[src/rtl/md_issue_ctrl_if.sv]
// Request channel from E-stage decode into the md issue controller.
// master = E stage, slave = md_issue_ctrl.
interface md_issue_ctrl_if;
    logic        req_valid;
    logic [2:0]  req_op;
    logic [31:0] req_a;
    logic [31:0] req_b;
    logic        req_ready;

    modport master (output req_valid, req_op, req_a, req_b, input req_ready);
    modport slave  (input req_valid, req_op, req_a, req_b, output req_ready);
endinterface

[src/rtl/md_issue_ctrl.sv]
// Multiply/divide issue controller: accepts md ops, pulses md_start, times latency, drives stall.
// Optional one-entry issue queue enabled by defining MD_QUEUE_EN.
//
// state | meaning
// IDLE  | no op in flight, requests issue directly
// RUN   | op in flight, cnt counting down to md_done
module md_issue_ctrl #(
    parameter int MUL_LAT = 5,
    parameter int DIV_LAT = 10,
    parameter int MT_LAT  = 1
) (
    input  logic           clk,
    input  logic           reset,
    md_issue_ctrl_if.slave req,
    input  logic           hilo_rd,
    input  logic           flush,
    output logic           md_start,
    output logic [2:0]     md_op,
    output logic [31:0]    md_a,
    output logic [31:0]    md_b,
    output logic           md_busy,
    output logic           md_done,
    output logic           stall
);
    localparam int MAX_LAT = (MUL_LAT > DIV_LAT) ? ((MUL_LAT > MT_LAT) ? MUL_LAT : MT_LAT)
                                                 : ((DIV_LAT > MT_LAT) ? DIV_LAT : MT_LAT);
    localparam int CNT_W = (MAX_LAT > 15) ? $clog2(MAX_LAT) : 4;

    localparam logic [CNT_W-1:0] MUL_LD = CNT_W'(MUL_LAT - 1);
    localparam logic [CNT_W-1:0] DIV_LD = CNT_W'(DIV_LAT - 1);
    localparam logic [CNT_W-1:0] MT_LD  = CNT_W'(MT_LAT - 1);

    typedef enum logic {IDLE, RUN} state_t;

    state_t           state;
    logic [CNT_W-1:0] cnt;
    logic             ready_en;
    logic             accept;
    logic             legal;
    logic             issue_req;
    logic             issue_any;
    logic             q_valid;
    logic [2:0]       iss_op;
    logic [31:0]      iss_a;
    logic [31:0]      iss_b;

    function automatic logic [CNT_W-1:0] load_val(input logic [2:0] op);
        case (op)
            3'd0, 3'd1: return MUL_LD;
            3'd2, 3'd3: return DIV_LD;
            default:    return MT_LD;
        endcase
    endfunction

    assign md_busy = (state == RUN);
    assign accept  = req.req_valid & req.req_ready;
    assign legal   = (req.req_op <= 3'd5);
    // md_done only occurs in RUN, so it marks the one RUN cycle where a new op may issue
    assign issue_req = accept & legal & ((state == IDLE) | md_done);

`ifdef MD_QUEUE_EN
    logic        issue_q;
    logic [2:0]  q_op;
    logic [31:0] q_a;
    logic [31:0] q_b;

    assign req.req_ready = ready_en & ~flush & ((state == IDLE) | ~q_valid);
    assign issue_q       = md_done & q_valid & ~flush;
    assign issue_any     = issue_req | issue_q;

    always_comb begin
        iss_op = req.req_op;
        iss_a  = req.req_a;
        iss_b  = req.req_b;
        if (issue_q) begin
            iss_op = q_op;
            iss_a  = q_a;
            iss_b  = q_b;
        end
    end

    always_ff @(posedge clk or negedge reset) begin
        if (!reset) begin
            q_valid <= 1'b0;
            q_op    <= 3'd0;
            q_a     <= 32'd0;
            q_b     <= 32'd0;
        end else if (flush || issue_q) begin
            q_valid <= 1'b0;
        end else if (accept && legal && state == RUN && !md_done) begin
            q_valid <= 1'b1;
            q_op    <= req.req_op;
            q_a     <= req.req_a;
            q_b     <= req.req_b;
        end
    end
`else
    assign q_valid       = 1'b0;
    assign req.req_ready = ready_en & ~flush & (state == IDLE);
    assign issue_any     = issue_req;

    always_comb begin
        iss_op = req.req_op;
        iss_a  = req.req_a;
        iss_b  = req.req_b;
    end
`endif

    // Gated so nothing is asserted while reset is held
    assign stall = ready_en & ((hilo_rd & (md_busy | md_start | q_valid))
                             | (req.req_valid & ~req.req_ready & ~flush));

    always_ff @(posedge clk or negedge reset) begin
        if (!reset) begin
            state    <= IDLE;
            cnt      <= '0;
            ready_en <= 1'b0;
            md_start <= 1'b0;
            md_done  <= 1'b0;
            md_op    <= 3'd0;
            md_a     <= 32'd0;
            md_b     <= 32'd0;
        end else begin
            ready_en <= 1'b1;
            md_start <= 1'b0;
            md_done  <= 1'b0;
            if (issue_any) begin
                md_start <= 1'b1;
                md_op    <= iss_op;
                md_a     <= iss_a;
                md_b     <= iss_b;
                cnt      <= load_val(iss_op);
                state    <= RUN;
            end else if (state == RUN) begin
                if (md_done) begin
                    state <= IDLE;
                end else if (cnt != '0) begin
                    cnt <= cnt - 1'b1;
                end else begin
                    md_done <= 1'b1;
                end
            end
        end
    end
endmodule
[src/flat_wrapper.sv]
// flat-port wrapper written by rule: the top's interface ports become plain ports
module md_issue_ctrl_flat 
#(
    parameter int MUL_LAT = 5,
    parameter int DIV_LAT = 10,
    parameter int MT_LAT  = 1
)
  (clk, reset, hilo_rd, flush, md_start, md_op, md_a, md_b, md_busy, md_done, stall, req_req_valid, req_req_op, req_req_a, req_req_b, req_req_ready);
  md_issue_ctrl_if req_i ();
  input  logic clk;
  input  logic reset;
  input  logic hilo_rd;
  input  logic flush;
  output logic md_start;
  output logic [2:0] md_op;
  output logic [31:0] md_a;
  output logic [31:0] md_b;
  output logic md_busy;
  output logic md_done;
  output logic stall;
  input wire logic [$bits(req_i.req_valid)-1:0] req_req_valid;
  input wire logic [$bits(req_i.req_op)-1:0] req_req_op;
  input wire logic [$bits(req_i.req_a)-1:0] req_req_a;
  input wire logic [$bits(req_i.req_b)-1:0] req_req_b;
  output wire logic [$bits(req_i.req_ready)-1:0] req_req_ready;
  assign req_i.req_valid = req_req_valid;
  assign req_i.req_op = req_req_op;
  assign req_i.req_a = req_req_a;
  assign req_i.req_b = req_req_b;
  assign req_req_ready = req_i.req_ready;
  md_issue_ctrl #(.MUL_LAT(MUL_LAT), .DIV_LAT(DIV_LAT), .MT_LAT(MT_LAT)) u_core (.clk(clk), .reset(reset), .req(req_i), .hilo_rd(hilo_rd), .flush(flush), .md_start(md_start), .md_op(md_op), .md_a(md_a), .md_b(md_b), .md_busy(md_busy), .md_done(md_done), .stall(stall));
endmodule
[config.mk]
export PLATFORM = sky130hd
export DESIGN_NAME = md_issue_ctrl_flat
export DESIGN_NICKNAME = d
export VERILOG_FILES = /design/src/rtl/md_issue_ctrl_if.sv /design/src/rtl/md_issue_ctrl.sv /design/src/flat_wrapper.sv
export SDC_FILE = /design/constraint.sdc
export NUM_CORES = 1
export LEC_CHECK = 0
export BUFFER_PORTS_ARGS = -buffer_cell sky130_fd_sc_hd__buf_2
export CAP_MARGIN = 15
export CORE_MARGIN = 3
export CORE_UTILIZATION = 47
export DETAILED_ROUTE_END_ITERATION = 12
export GPL_ROUTABILITY_DRIVEN = 0
export PLACE_DENSITY_LB_ADDON = 0.3
export RECOVER_POWER = 50
export SETUP_SLACK_MARGIN = 0.1
export SLEW_MARGIN = 20
export SYNTH_ARGS = -nofsm -noshare
export SYNTH_HDL_FRONTEND = slang
export SYNTH_SLANG_ARGS = --single-unit
[constraint.sdc]
create_clock -name clk -period 1.8 [get_ports clk]
set_input_delay 0 -clock clk [delete_from_list [all_inputs] [get_ports clk]]
set_output_delay 0 -clock clk [all_outputs]
set_load 0.005 [all_outputs]
==> impl_metrics.prom <==
# TYPE chip_impl_metric gauge
chip_impl_info{name="worst_hold_startpoint",value="req_req_valid"} 1
chip_impl_metric{name="die_h",unit="µm"} 88.1
chip_impl_metric{name="clk_transition_reported_paths",unit="ns"} 0.07
chip_impl_metric{name="reg2reg_setup_slack",unit="ns"} 0.25
chip_impl_metric{name="portBuffers",unit=""} 143
chip_impl_metric{name="via_count",unit=""} 2316
chip_impl_metric{name="grt_antenna_before_repair",unit=""} 0
chip_impl_info{name="cp_cell_sequence",value="nor3b_4 -> nand3_4 -> buf_6 -> or3_1 -> o21ai_0"} 1
chip_impl_metric{name="power",unit="µW"} 7040
chip_impl_metric{name="cell_area_after_synthesis",unit="µm²"} 3170
chip_impl_metric{name="netlist-cell-type-count",unit=""} 23
chip_impl_metric{name="max_clock_freq",unit="MHz"} 647
chip_impl_metric{name="seq_area",unit="µm²"} 1880
chip_impl_info{name="hold_class",value="in2reg"} 1
chip_impl_metric{name="detail_route.wl_per_cell",unit="µm"} 16.8
chip_impl_metric{name="synth-edff-count",unit=""} 0
chip_impl_info{name="ys_top_cells_by_area",value="sky130_fd_sc_hd__dfrtp_1 59%, sky130_fd_sc_hd__mux2_4 31%, sky130_fd_sc_hd__buf_6 2.5%"} 1
chip_impl_metric{name="yosysSeqAreaShare",unit="%"} 59.3
chip_impl_metric{name="dp_hpwl",unit="µm"} 4890
chip_impl_metric{name="finalSetupTns",unit="ns"} 0
chip_impl_metric{name="final_net_count",unit=""} 476
chip_impl_metric{name="cts-buffers-inserted",unit=""} 9
chip_impl_metric{name="die_area",unit="µm²"} 7760
chip_impl_metric{name="num_rows",unit=""} 29
chip_impl_metric{name="post-route-drc-count",unit=""} 0
chip_impl_metric{name="clock-skew-final",unit="ns"} 0.00903
chip_impl_info{name="primary_flip_flop_cell_chosen_by_synthesis_mapping",value="sky130_fd_sc_hd__dfrtp_1"} 1
chip_impl_metric{name="crit_fanout",unit=""} 24
chip_impl_info{name="cts_root_buffer",value="sky130_fd_sc_hd__clkbuf_8"} 1
chip_impl_metric{name="grt.overflow.total",unit=""} 0
chip_impl_info{name="netlist.top_cell.by_area",value="sky130_fd_sc_hd__dfrtp_1"} 1
chip_impl_info{name="status",value="finished, final reports clean"} 1
chip_impl_metric{name="required",unit="ns"} 2.05
chip_impl_metric{name="hold-path-cell-count",unit=""} 4
chip_impl_metric{name="cts_htree_levels",unit=""} 3
chip_impl_metric{name="worst_case_reg_to_reg_path_depth",unit=""} 5
chip_impl_metric{name="p_comb_share",unit="%"} 37.1
chip_impl_metric{name="synth_seq_cells",unit=""} 75
chip_impl_metric{name="wire_length_of_the_first_global_routing_pass",unit="µm"} 12700
chip_impl_info{name="synth.top_cells.by_count",value="75 x sky130_fd_sc_hd__dfrtp_1, 65 x sky130_fd_sc_hd__mux2_4, 7 x sky130_fd_sc_hd__buf_6, 4 x sky130_fd_sc_hd__a21oi_1, 4 x sky130_fd_sc_hd__inv_1"} 1
chip_impl_info{name="timing_worst_setup_path_type",value="reg2reg"} 1
chip_impl_metric{name="leakagePower",unit="µW"} 0.00251
chip_impl_metric{name="fp.dieW",unit="µm"} 88.1
chip_impl_metric{name="critical-path-max-stage-delay",unit="ns"} 0.45
chip_impl_metric{name="coreArea",unit="µm²"} 6420
chip_impl_metric{name="max-clock-path-buffers",unit=""} 2
chip_impl_metric{name="switchingPower",unit="µW"} 2030
chip_impl_metric{name="switching_share",unit="%"} 28.9
chip_impl_metric{name="finalCriticalPeriod",unit="ns"} 1.55
chip_impl_metric{name="synth-warning-count",unit=""} 0
chip_impl_metric{name="number_of_drc_markers_in_iteration_0",unit=""} 54
chip_impl_metric{name="final-max-slew-violation-count",unit=""} 0
chip_impl_metric{name="peak_supply_drop",unit="µV"} 884
chip_impl_metric{name="io-pin-count",unit=""} 144
chip_impl_metric{name="drt-total-wl",unit="µm"} 8140
chip_impl_metric{name="clock_insertion_delay_worst_skew",unit="ns"} 0.34
chip_impl_metric{name="initial_core_util",unit="%"} 49.3
chip_impl_info{name="cp_slowest_cell",value="sky130_fd_sc_hd__dfrtp_1"} 1
chip_impl_metric{name="syn_inst",unit=""} 182
chip_impl_metric{name="timing.max_slew.rel_slack",unit="%"} 26.3
chip_impl_metric{name="insertedDiodeCount",unit=""} 0
chip_impl_metric{name="seqPwrFrac",unit="%"} 43.1
chip_impl_info{name="unrepaired_setup_endpoints_after_global_routing",value="no"} 1
chip_impl_metric{name="layout_worst_path_cycle_share",unit="%"} 85.9
chip_impl_metric{name="timing.final.hold_violations",unit=""} 0
chip_impl_metric{name="async_reset_ff_share",unit="%"} 100
chip_impl_info{name="hold-path-endpoint",value="u_core.md_busy"} 1
chip_impl_metric{name="tritoncts_num_sinks",unit=""} 75
chip_impl_metric{name="worst_pin_slew",unit="ns"} 1.11
chip_impl_info{name="regToRegEndpoint",value="u_core.cnt[2]"} 1
chip_impl_metric{name="cap_viol_max_count",unit=""} 0
chip_impl_info{name="tritoncts",value="yes"} 1
chip_impl_metric{name="postSynthNetCount",unit=""} 256
chip_impl_metric{name="final.fill_count",unit=""} 436
chip_impl_metric{name="power.clock.fraction",unit="%"} 19.8
chip_impl_metric{name="worstPathArrival",unit="ns"} 1.80
chip_impl_metric{name="largest_net_degree_at_the_start_of_global_routing",unit=""} 37
chip_impl_metric{name="first_global_vias",unit=""} 2484
chip_impl_metric{name="yosysTopAreaCellShare",unit="%"} 59.3
chip_impl_metric{name="detailedRoute.firstPassIterationCount",unit=""} 4
chip_impl_metric{name="power_density",unit="nW/µm²"} 1460
chip_impl_metric{name="synth.avg_cell_area",unit="µm²"} 17.4
chip_impl_metric{name="post_route_cells_drive_above_1_share",unit="%"} 47.0
chip_impl_metric{name="multiInputGateArea",unit="µm²"} 1200
chip_impl_metric{name="groute.usage.overall",unit="%"} 21.8
chip_impl_metric{name="finalCoreUtilization",unit="%"} 75.0
chip_impl_metric{name="setup_viol_count_final",unit=""} 0
chip_impl_info{name="worst_setup_ep_type",value="register"} 1
chip_impl_metric{name="drt-vias-per-instance",unit=""} 4.80
chip_impl_metric{name="p_int",unit="µW"} 5000
chip_impl_info{name="synth_most_common_cell",value="sky130_fd_sc_hd__dfrtp_1"} 1
chip_impl_metric{name="drtAntennaViolNets",unit=""} 0
chip_impl_info{name="critPathLaunchType",value="register"} 1
chip_impl_info{name="critical_path.reg2reg.startpoint",value="u_core.md_busy"} 1
chip_impl_metric{name="areaGrowthSynthToFinish",unit="%"} 52.1
## worst max-delay path by stage
| stage | end | cells after the start | startpoint |
|---|---|---|---|
| after CTS | u_core.cnt[2] | 5 | u_core.md_busy |
| after detailed placement | u_core.cnt[2] | 5 | u_core.md_busy |
| final | u_core.cnt[2] | 5 | u_core.md_busy |
| after global placement | u_core.cnt[2] | 5 | u_core.md_busy |
| after floorplan | u_core.md_a[0] | 4 | u_core.md_busy |
| after global routing | u_core.cnt[3] | 6 | u_core.cnt[0] |
## flip-flops by register name, summed over array words and instances (netlist names)
signal,flops
u_core.ready_en,1
u_core.md_start,1
u_core.md_busy,1
u_core.cnt,4
u_core.md_op,3
u_core.md_done,1
u_core.md_a,32
u_core.md_b,32
## per-stage QoR
stage / area [µm²] / worst slack, ns / hold WS, ns / std cells
4_1_cts: 4860 / 0.176 / 0.136 / 483
3_3_place_gp: 3960 / 0.245 / -0.0376 / 400
3_5_place_dp: 3960 / 0.193 / -0.0309 / 400
5_1_grt: 4820 / 0.133 / 0.219 / 483
2_1_floorplan: 3170 / 0.290 / -0.296 / 182
6_report: 4820 / 0.254 / 0.202 / 483
## worst max-delay path, delay by kind of cell, from the launching register on
| family | cells | cell delay, ns |
|---|---|---|
| buffers and inverters | 1 | 0.22 |
| DFF | 1 | 0.45 |
| AOI/OAI and AO/OA | 1 | 0.07 |
| and+or+nand+nor | 3 | 0.73 |
## layer usage
metal | track usage, % | vias to the layer above | part of all wire (%) | wire [µm]
li1 | - | 1069 | - | -
met4 | 9.75 | 0 | 2.3 | 185
met1 | 26.0 | 1145 | 40 | 3260
met2 | 38.3 | 85 | 52 | 4250
met5 | 0 | - | 0 | 0
met3 | 4.05 | 17 | 5.5 | 445
## placed cells by master, fill, tap and decap left out, types with 3 or more instances in the layout
| master | n |
|---|---|
| sky130_fd_sc_hd__dlygate4sd3_1 | 68 |
| sky130_fd_sc_hd__a21oi_1 | 4 |
| sky130_fd_sc_hd__buf_2 | 102 |
| sky130_fd_sc_hd__nor2_1 | 3 |
| sky130_fd_sc_hd__nand2_1 | 3 |
| sky130_fd_sc_hd__clkbuf_1 | 39 |
| sky130_fd_sc_hd__mux2_4 | 65 |
| sky130_fd_sc_hd__inv_1 | 4 |
| sky130_fd_sc_hd__clkbuf_8 | 10 |
| sky130_fd_sc_hd__dfrtp_1 | 75 |
## what timing repair did
item | CTS | global route
hold endpoints to repair | 121 | 0
hold buffers | 68 | 0
setup buffers | 0 | 0
endpoints found under the setup margin | 0 | 1
resized for setup | 0 | 2
## power groups by stage
stage | clock (µW) | combinational (µW) | sequential, µW
final | 1390 | 2610 | 3040
after detailed placement | 0 | 2590 | 3010
after CTS | 1430 | 2720 | 2990
after floorplan | 0 | 1390 | 3060
after global placement | 0 | 2540 | 2970
after global routing | 1510 | 2840 | 3140
## cell type report
type / instances / share of cell area [%]
clock buffers: 10 / 2.86
repair buffers: 216 / 29.3
well taps: 77 / 2.00
inverters: 4 / 0.312
multi-input cells: 96 / 25.0
clock inverters: 5 / 1.61
flip-flops and latches: 75 / 39.0
## cell families after synthesis
family,share of synthesized area [%]
xor gates and xnor gates,0.553
adders and majority gates,0.790
AOI/OAI and AO/OA,1.42
buffers and inverters,2.96
muxes,31.5
DFF,59.3
other,0.118
and+or+nand+nor,3.36
Note: power is estimated with default switching activity, not from simulation.
